### src/rtl/paddle_motion.sv
// Paddle position controller: three-state direction FSM with clamped stepping.
// Optional speed ramp while a direction is held, enabled by defining PADDLE_ACCEL_EN.
module paddle_motion #(
  parameter int POS_W       = 10,
  parameter int MAX_SPEED   = 4,
  parameter int ACCEL_TICKS = 8
) (
  input  logic             clk,
  input  logic             reset,
  input  logic             pause,
  input  logic             tick,
  input  logic             move_left,
  input  logic             move_right,
  input  logic [POS_W-1:0] x_initial,
  input  logic [POS_W-1:0] screen_width,
  input  logic [POS_W-1:0] paddle_width,
  output logic [POS_W-1:0] x_pos,
  output logic [3:0]       speed,
  output logic             at_left,
  output logic             at_right,
  output logic             moving
);

  if (MAX_SPEED < 1 || MAX_SPEED > 15 || ACCEL_TICKS < 1 || ACCEL_TICKS > 255) begin : g_bad_params
    $error("paddle_motion: MAX_SPEED must be 1..15 and ACCEL_TICKS 1..255");
  end

  typedef enum logic [1:0] {IDLE, MOVE_L, MOVE_R} state_t;

  state_t           state_q, state_d;
  logic [POS_W-1:0] right_limit, x_reset;
  logic [POS_W-1:0] x_pos_q, x_pos_d, moved;
  logic [POS_W:0]   sum_r;
  logic [3:0]       speed_q, speed_d, step;
  logic             at_left_q, at_left_d, at_right_q, at_right_d;
  logic             adv, entering;

`ifdef PADDLE_ACCEL_EN
  localparam logic [7:0] HOLD_LAST = 8'(ACCEL_TICKS - 1);
  localparam logic [3:0] SPEED_CAP = 4'(MAX_SPEED);
  logic [7:0] hold_q, hold_d, hold_inc;
`endif

  always_comb begin
    right_limit = (paddle_width < screen_width) ? screen_width - paddle_width : '0;
    x_reset     = (x_initial > right_limit) ? right_limit : x_initial;
    adv         = tick & ~pause;
  end

  // State register
  always_ff @(posedge clk) begin
    if (reset) state_q <= IDLE;
    else       state_q <= state_d;
  end

  // Next-state logic
  always_comb begin
    state_d = state_q;
    if (adv) begin
      unique case ({move_left, move_right})
        2'b10:   state_d = MOVE_L;
        2'b01:   state_d = MOVE_R;
        default: state_d = IDLE;
      endcase
    end
  end

  // Output logic
  always_comb begin
    moving = (state_q != IDLE);
  end

  // Datapath: step, clamp and speed update for the tick being evaluated
  always_comb begin
    entering = (state_d != state_q);
    step     = entering ? 4'd1 : speed_q;
    sum_r    = '0;
    moved    = x_pos_q;
    x_pos_d  = x_pos_q;
    speed_d  = speed_q;
`ifdef PADDLE_ACCEL_EN
    hold_d   = hold_q;
    hold_inc = hold_q + 8'd1;
`endif
    if (adv) begin
      unique case (state_d)
        MOVE_L: moved = (x_pos_q >= POS_W'(step)) ? x_pos_q - POS_W'(step) : '0;
        MOVE_R: begin
          sum_r = {1'b0, x_pos_q} + (POS_W+1)'(step);
          moved = (sum_r <= {1'b0, right_limit}) ? sum_r[POS_W-1:0] : right_limit;
        end
        default: moved = x_pos_q;
      endcase
      // Final clamp also pulls x_pos in after the geometry shrinks the travel range.
      x_pos_d = (moved > right_limit) ? right_limit : moved;

      if (state_d == IDLE) begin
        speed_d = 4'd0;
`ifdef PADDLE_ACCEL_EN
        hold_d  = '0;
`endif
      end else if (entering) begin
        speed_d = 4'd1;
`ifdef PADDLE_ACCEL_EN
        hold_d  = '0;
`endif
      end else begin
`ifdef PADDLE_ACCEL_EN
        // hold_q is ticks-at-this-speed minus one; reloading all-ones after a
        // speed-up makes the next tick count as the first at the new speed.
        if (hold_inc >= HOLD_LAST) begin
          hold_d = '1;
          if (speed_q < SPEED_CAP) speed_d = speed_q + 4'd1;
        end else begin
          hold_d = hold_inc;
        end
`else
        speed_d = 4'd1;
`endif
      end
    end
    at_left_d  = adv ? (x_pos_d == '0)          : at_left_q;
    at_right_d = adv ? (x_pos_d == right_limit) : at_right_q;
  end

  always_ff @(posedge clk) begin
    if (reset) begin
      x_pos_q    <= x_reset;
      speed_q    <= '0;
      at_left_q  <= (x_reset == '0);
      at_right_q <= (x_reset == right_limit);
`ifdef PADDLE_ACCEL_EN
      hold_q     <= '0;
`endif
    end else begin
      x_pos_q    <= x_pos_d;
      speed_q    <= speed_d;
      at_left_q  <= at_left_d;
      at_right_q <= at_right_d;
`ifdef PADDLE_ACCEL_EN
      hold_q     <= hold_d;
`endif
    end
  end

  always_comb begin
    x_pos    = x_pos_q;
    speed    = speed_q;
    at_left  = at_left_q;
    at_right = at_right_q;
  end

endmodule
### config.mk
export PLATFORM = sky130hd
export DESIGN_NAME = paddle_motion
export DESIGN_NICKNAME = d
export VERILOG_FILES = /design/src/rtl/paddle_motion.sv
export SDC_FILE = /design/constraint.sdc
export NUM_CORES = 1
export LEC_CHECK = 0
export CORE_MARGIN = 3
export CORE_UTILIZATION = 44
export DETAILED_ROUTE_END_ITERATION = 10
export GPL_TIMING_DRIVEN = 0
export PLACE_DENSITY = 0.78
export SKIP_LAST_GASP = 1
export SLEW_MARGIN = 20
export SYNTH_ARGS = -nofsm -noshare
export SYNTH_HDL_FRONTEND = slang
export SYNTH_SLANG_ARGS = --single-unit
### constraint.sdc
create_clock -name clk -period 7.25 [get_ports clk]
set_input_delay 1.45 -clock clk [delete_from_list [all_inputs] [get_ports clk]]
set_output_delay 1.45 -clock clk [all_outputs]
set_load 0.05 [all_outputs]
Yosys cells after proc, flatten, opt, wreduce, memory -nomap -nowiden
Cells that the tools add are included.

word-level totals
  output and inout bits = 17
  memories = 0
  word-level logic and storage cells = 44
  bits in registers = 18
  bits in latches = 0
  input port bits = 36
  RAM bits = 0
  memory bits (read-only) = 0

cells by class
  $add $sub $neg = 3
  divide/modulo/power cells = 0
  eq/ne operators = 7
  shifts and indexed selects = 0
  muxes and demuxes = 17
  multipliers = 0
  reductions and logical operators = 5
  bitwise gates (word level) = 2
  $lt $le $gt $ge = 5

operators with widths
  kind                                           count
  2-to-1 mux 10 bit                              8
  == test 10 bit                                 2
  > comparator 10 bit                            2
  logical NOT 10 bit                             2
  one-hot mux 10 bit (2 select lines)            1
  adder 10 x 4 -> 11 bit                         1
  <= comparator 11 x 10 -> 1 bit                 1
  >= comparator 10 x 4 -> 1 bit                  1
  < comparator 10 bit                            1
  subtractor 10 bit                              1
  subtractor 10 x 4 -> 10 bit                    1
  2-to-1 mux 1 bit                               5
  == test 2 x 1 -> 1 bit, second input constant  2
  == test 2 bit, second input constant           2
  2-to-1 mux 4 bit                               1
  one-hot mux 2 bit (2 select lines)             1
  nonzero test 2 bit                             2
  logical NOT 2 bit                              1
  2-to-1 mux 2 bit                               1
  != test 2 bit                                  1
  bitwise AND 1 bit                              1
  inverter 1 bit                                 1

Depth between registers and ports, before layout
  depth after elaboration = 16
  mapped depth = 31
  depth with buffers taken out = 29

Worst setup path before layout
OpenSTA, ideal clock, no wires.

  path type = input -> register
  start point = input screen_width[0]
  end point = register at_left_q, in the netlist at_left (data pin)
  path slack = -0.029 ns
  stages = 31
  setup time = 0.131 ns
  data required time = 7.119 ns
  path buffers = 2
  arrival = 7.147 ns
  cell sequence = inv_1 ha_1 fa_1 nand2b_1 a211o_1 a311oi_1 xor2_1 and2_4 inv_2 ha_1 a21o_1 a21oi_1 o22ai_2 or2_4 buf_6 o221ai_1 a21oi_1 nor2_1 inv_1 ha_1 a21o_1 a21oi_1 nand2_1 o21ai_1 clkbuf_1 o21ai_0 a221oi_1 a31o_2 nand4_1 nor3_1 a22o_1

on the way
  longest elaborated chain between the ends = 12
  elaborated cells on any way between the ends = 16
  those cells by class = 1 x add/sub; 4 x order compare; 9 x mux; 2 x reduce/logical

ends and longest elaborated chain
  what                                                      RTL line  text
  start: declaration                                        15        input logic [POS_W-1:0] screen_width,
  subtractor 10 bit or < comparator 10 bit (tied branches)  45        right_limit = (paddle_width < screen_width) ? screen_width - paddle_width : '0;
  2-to-1 mux 10 bit (*)                                     45
  <= comparator 11 x 10 -> 1 bit                            90        moved = (sum_r <= {1'b0, right_limit}) ? sum_r[POS_W-1:0] : right_limit;
  2-to-1 mux 10 bit                                         90
  one-hot mux 10 bit (2 select lines)                       86        unique case (state_d)
  2-to-1 mux 10 bit                                         85        if (adv) begin
  > comparator 10 bit                                       95        x_pos_d = (moved > right_limit) ? right_limit : moved;
  2-to-1 mux 10 bit                                         95
  2-to-1 mux 10 bit                                         85
  logical NOT 10 bit                                        122       at_left_d = adv ? (x_pos_d == '0) : at_left_q;
  2-to-1 mux 1 bit                                          122
  2-to-1 mux 1 bit (*)                                      127       if (reset) begin
  end signal: assignment                                    130       at_left_q <= (x_reset == '0);
  end signal: assignment                                    138       at_left_q <= at_left_d;
  end: declaration                                          35        logic at_left_q, at_left_d, at_right_q, at_right_d;

Mark *: on every way between the ends. The rest lies on a longest branch, timed or not. The select of a mux whose other input is x is not followed.
A chain may end at the register's enable or synchronous reset.

Worst setup path after layout
  start point = input paddle_width[0]
  end point = register at_right_q, in the netlist at_right (data pin)

on the way
  longest elaborated chain between the ends = 12
  elaborated cells on any way between the ends = 16
  those cells by class = 1 x add/sub; 4 x order compare; 2 x eq/ne; 9 x mux

ends and longest elaborated chain
  what                                                      RTL line  text
  start: declaration                                        16        input logic [POS_W-1:0] paddle_width,
  subtractor 10 bit or < comparator 10 bit (tied branches)  45
  2-to-1 mux 10 bit (*)                                     45
  <= comparator 11 x 10 -> 1 bit                            90
  2-to-1 mux 10 bit                                         90
  one-hot mux 10 bit (2 select lines)                       86
  2-to-1 mux 10 bit                                         85
  > comparator 10 bit                                       95
  2-to-1 mux 10 bit                                         95
  2-to-1 mux 10 bit                                         85
  == test 10 bit                                            123       at_right_d = adv ? (x_pos_d == right_limit) : at_right_q;
  2-to-1 mux 1 bit                                          123
  2-to-1 mux 1 bit (*)                                      127
  end signal: assignment                                    131       at_right_q <= (x_reset == right_limit);
  end signal: assignment                                    139       at_right_q <= at_right_d;
  end: declaration                                          35

Marked as above.

==> reports/qor.txt <==
drt total wl: 16,300 µm
GR Overflow Total: 0
hold path depth: 2
FF-to-FF path depth: 31
number of global-route vias before repair: 4,495
synth unique cells: 83
PnR worst setup slack: -0.0486 ns
failing checks: setup timing
core outline area: 0.00826 mm²
Post-synth EDFFs: 2
Hold WC Path Type: reg2reg
Reg2Reg Launch Point: state_q[1]
CP Class: in2reg
Starting Density: 0.454
reg-to-reg endpoint: at_right
fillcell total: 643
port bufs: 49
register area share after synthesis: 0.0855
All-Layer GR Usage: 0.292
share of cells above drive strength 1: 0.354
Worst path max stage delay: 0.36 ns
CP arrival: 7.38 ns
Critical Path Start Type: input pin
Vias/cell: 6.48
P per Cell Area: 244 mW/mm²
CTS root buf: clkbuf_8
final setup fails: 2
# IOs: 53
die area: 0.00966 mm²
Peak VDD IR: 84.0 µV
Num CTS Buffers: 3
Worst slew margin: 0.579
DRC Markers: 0
f_max: 137 MHz
die height: 98.3 µm
Reg2Reg Setup Slack: 1.30 ns
TritonCTS clock tree: built
hold_sp: speed[0]
most numerous cell on the critical path: ha_4
mapped cell area: 0.00375 mm²
Gate Count Post-Synth: 532
synth warn: 0
H-tree depth: 1
Worst Path Required: 7.33 ns
run status: complete, but fails checks
largest buffer count on any clock path: 2
largest net degree at the start of global routing: 11
Worst path slowest cell: a211o_4
final hold vios: 0
Register Area: 320 µm²
M1 WL: 6110 µm
detailed placement HPWL: 10,500 µm
Most used DFF post-synth: dfxtp_1
Multi-input gate area: 0.00391 mm²
initial antenna violation count: 0
Lkg Pwr: 2.53 nW
met2 routed WL: 7650 µm
antenna cell count: 0
Placer Congestion: 1.00
post-layout min period: 7.30 ns
Worst-Margin Slew: 0.631 ns
Routed met3 length: 1450 µm
period utilisation layout: 1.01
Avg Inst Size Synth: 7.04 µm²
Final Max Slew Viols: 0
#FFs+latches synth: 15
Post-CTS Hold Fix Bufs: 0
Async SR Flop Fraction: 0
Syn-to-layout area delta: 57.0%
Skew-Pair Late Insertion Delay: 0.26 ns
max-cap check violation count: 0
Tot Pwr: 0.00143 W
CP Max Fanout: 6
Die W: 98.3 µm
post-route antenna net violation count: 0
Vias: 5,012
Top Layer Used: met4
detailed-router iteration count before antenna repair: 6
Crit. End Element: flip-flop
Clock transition at path regs: 0.07 ns
post-layout util: 0.712
# rows: 33
clk_skew: 0.00777 ns
routed len/inst: 21.1 µm
first-pass GRT wire length: 22,900 µm
DR iter-0 viols: 532
CTS sink count: 15
NumNets Final: 754
WHS Endpoint: speed[0]
registers in the layout, summed over array words and instances (netlist names):
register and cells:
speed 1, state_q 2, at_right 1, x_pos 10, at_left 1
through the flow:
step	TNS (ns)	setup slack, ns	cells	cell area (µm²)	hold slack (ns)
finish	-0.0930	-0.0486	774	5880	0.527
global route	-0.331	-0.184	774	5880	0.544
CTS	0	0.000592	731	5180	0.530
detailed placement	-14.71	-2.10	688	4380	0.522
global placement	-13.79	-2.04	688	4380	0.502
floorplan	0	0.0712	534	3760	0.533
how the worst max path moves through the flow:
| stage | startpoint | end | slack, ns | cells after the start |
|---|---|---|---|---|
| 2_1_floorplan | screen_width[0] | at_left | 0.07 | 31 |
| 3_3_place_gp | tick | at_left | -2.04 | 32 |
| 3_5_place_dp | tick | at_left | -2.10 | 32 |
| 4_1_cts | paddle_width[6] | at_right | 0.0006 | 33 |
| 5_1_grt | screen_width[0] | at_right | -0.18 | 31 |
| 6_report | paddle_width[0] | at_right | -0.05 | 31 |
where the power goes:
part / internal (W) / switching, W
registers: 0.000101 / 0.0000248
clock network: 0.0000382 / 0.0000337
logic: 0.000546 / 0.000690
area by class of cell:
class	count	area share
timing repair buffer	135	0.198
tap	105	0.0223
multi-input combinational	460	0.665
clock inverter	1	0.000851
clock buffer	3	0.00702
inverter	31	0.0232
buffer	24	0.0285
sequential	15	0.0544
kinds of logic after synthesis:
| logic type | synth area share |
|---|---|
| buffers and inverters | 0.0671 |
| adder cells (fa/ha/maj) | 0.162 |
| AO/OA/AOI/OAI | 0.337 |
| flip-flops | 0.0855 |
| other | 0.00100 |
| multiplexers | 0.0194 |
| XOR/XNOR | 0.0467 |
| AND/OR/NAND/NOR | 0.281 |
critical path: cells and delay by family:
family	cells	cell delay, ns
buffers and inverters	5	0.63
adders and majority gates	4	0.96
AOI/OAI and AO/OA	11	2.41
xor gates and xnor gates	2	0.43
and+or+nand+nor	9	1.49
synthesized netlist by cell type (3+ instances only):
| cell | number | area share |
|---|---|---|
| dfxtp_1 | 13 | 0.069 |
| inv_1 | 27 | 0.027 |
| nor3_1 | 13 | 0.017 |
| o21ai_0 | 35 | 0.047 |
| o21a_1 | 6 | 0.012 |
| nor2b_1 | 8 | 0.013 |
| buf_2 | 6 | 0.0080 |
| nor2_1 | 57 | 0.057 |
| nand2b_1 | 11 | 0.018 |
| or2_2 | 3 | 0.0050 |
| ha_1 | 47 | 0.16 |
| o211ai_1 | 9 | 0.018 |
| nor4_1 | 3 | 0.0050 |
| nand2_1 | 33 | 0.033 |
| a22o_1 | 3 | 0.0070 |
| clkbuf_1 | 15 | 0.015 |
| o31a_1 | 4 | 0.0093 |
| a211o_1 | 3 | 0.0070 |
| o31ai_1 | 3 | 0.0060 |
| xor2_1 | 10 | 0.023 |
| buf_4 | 4 | 0.0080 |
| o221ai_1 | 4 | 0.0093 |
| a31oi_1 | 4 | 0.0067 |
| and2_1 | 4 | 0.0067 |
| a211oi_1 | 9 | 0.018 |
| xnor2_1 | 10 | 0.023 |
| mux2i_1 | 5 | 0.013 |
| or4_1 | 4 | 0.0080 |
| inv_2 | 4 | 0.0040 |
| or3_1 | 4 | 0.0067 |
| a21o_1 | 12 | 0.024 |
| nand3b_1 | 3 | 0.0060 |
| nor3b_1 | 3 | 0.0060 |
| and3_1 | 9 | 0.015 |
| a21oi_1 | 52 | 0.069 |
| nand3_1 | 17 | 0.023 |
| o21ai_1 | 5 | 0.0067 |
| nand4_1 | 11 | 0.018 |
what timing repair did:
item                                    in CTS  in global routing
endpoints found under the setup margin      12                  5
cloned                                       0                  1
resized for setup                           96                105
pin swaps                                   38                 57
buffers inserted                            40                 47
cells in the final DEF, fill, tap and decap left out, types with 13 or more instances in the layout:
cell type and instances:
nor2_1 49, a21oi_1 40, buf_4 86, ha_4 17, dlymetal6s2s_1 17, inv_1 15
o21ai_0 31, dfxtp_1 13, clkdlybuf4s50_1 27, nand2_1 30, ha_1 30
layer usage:
metal,vias to the layer above,GRT usage
met5,-,0
met3,103,0.0643
met4,0,0.119
met2,335,0.485
li1,2256,-
met1,2318,0.364
No activity file was read; power rests on OpenSTA's default activity.
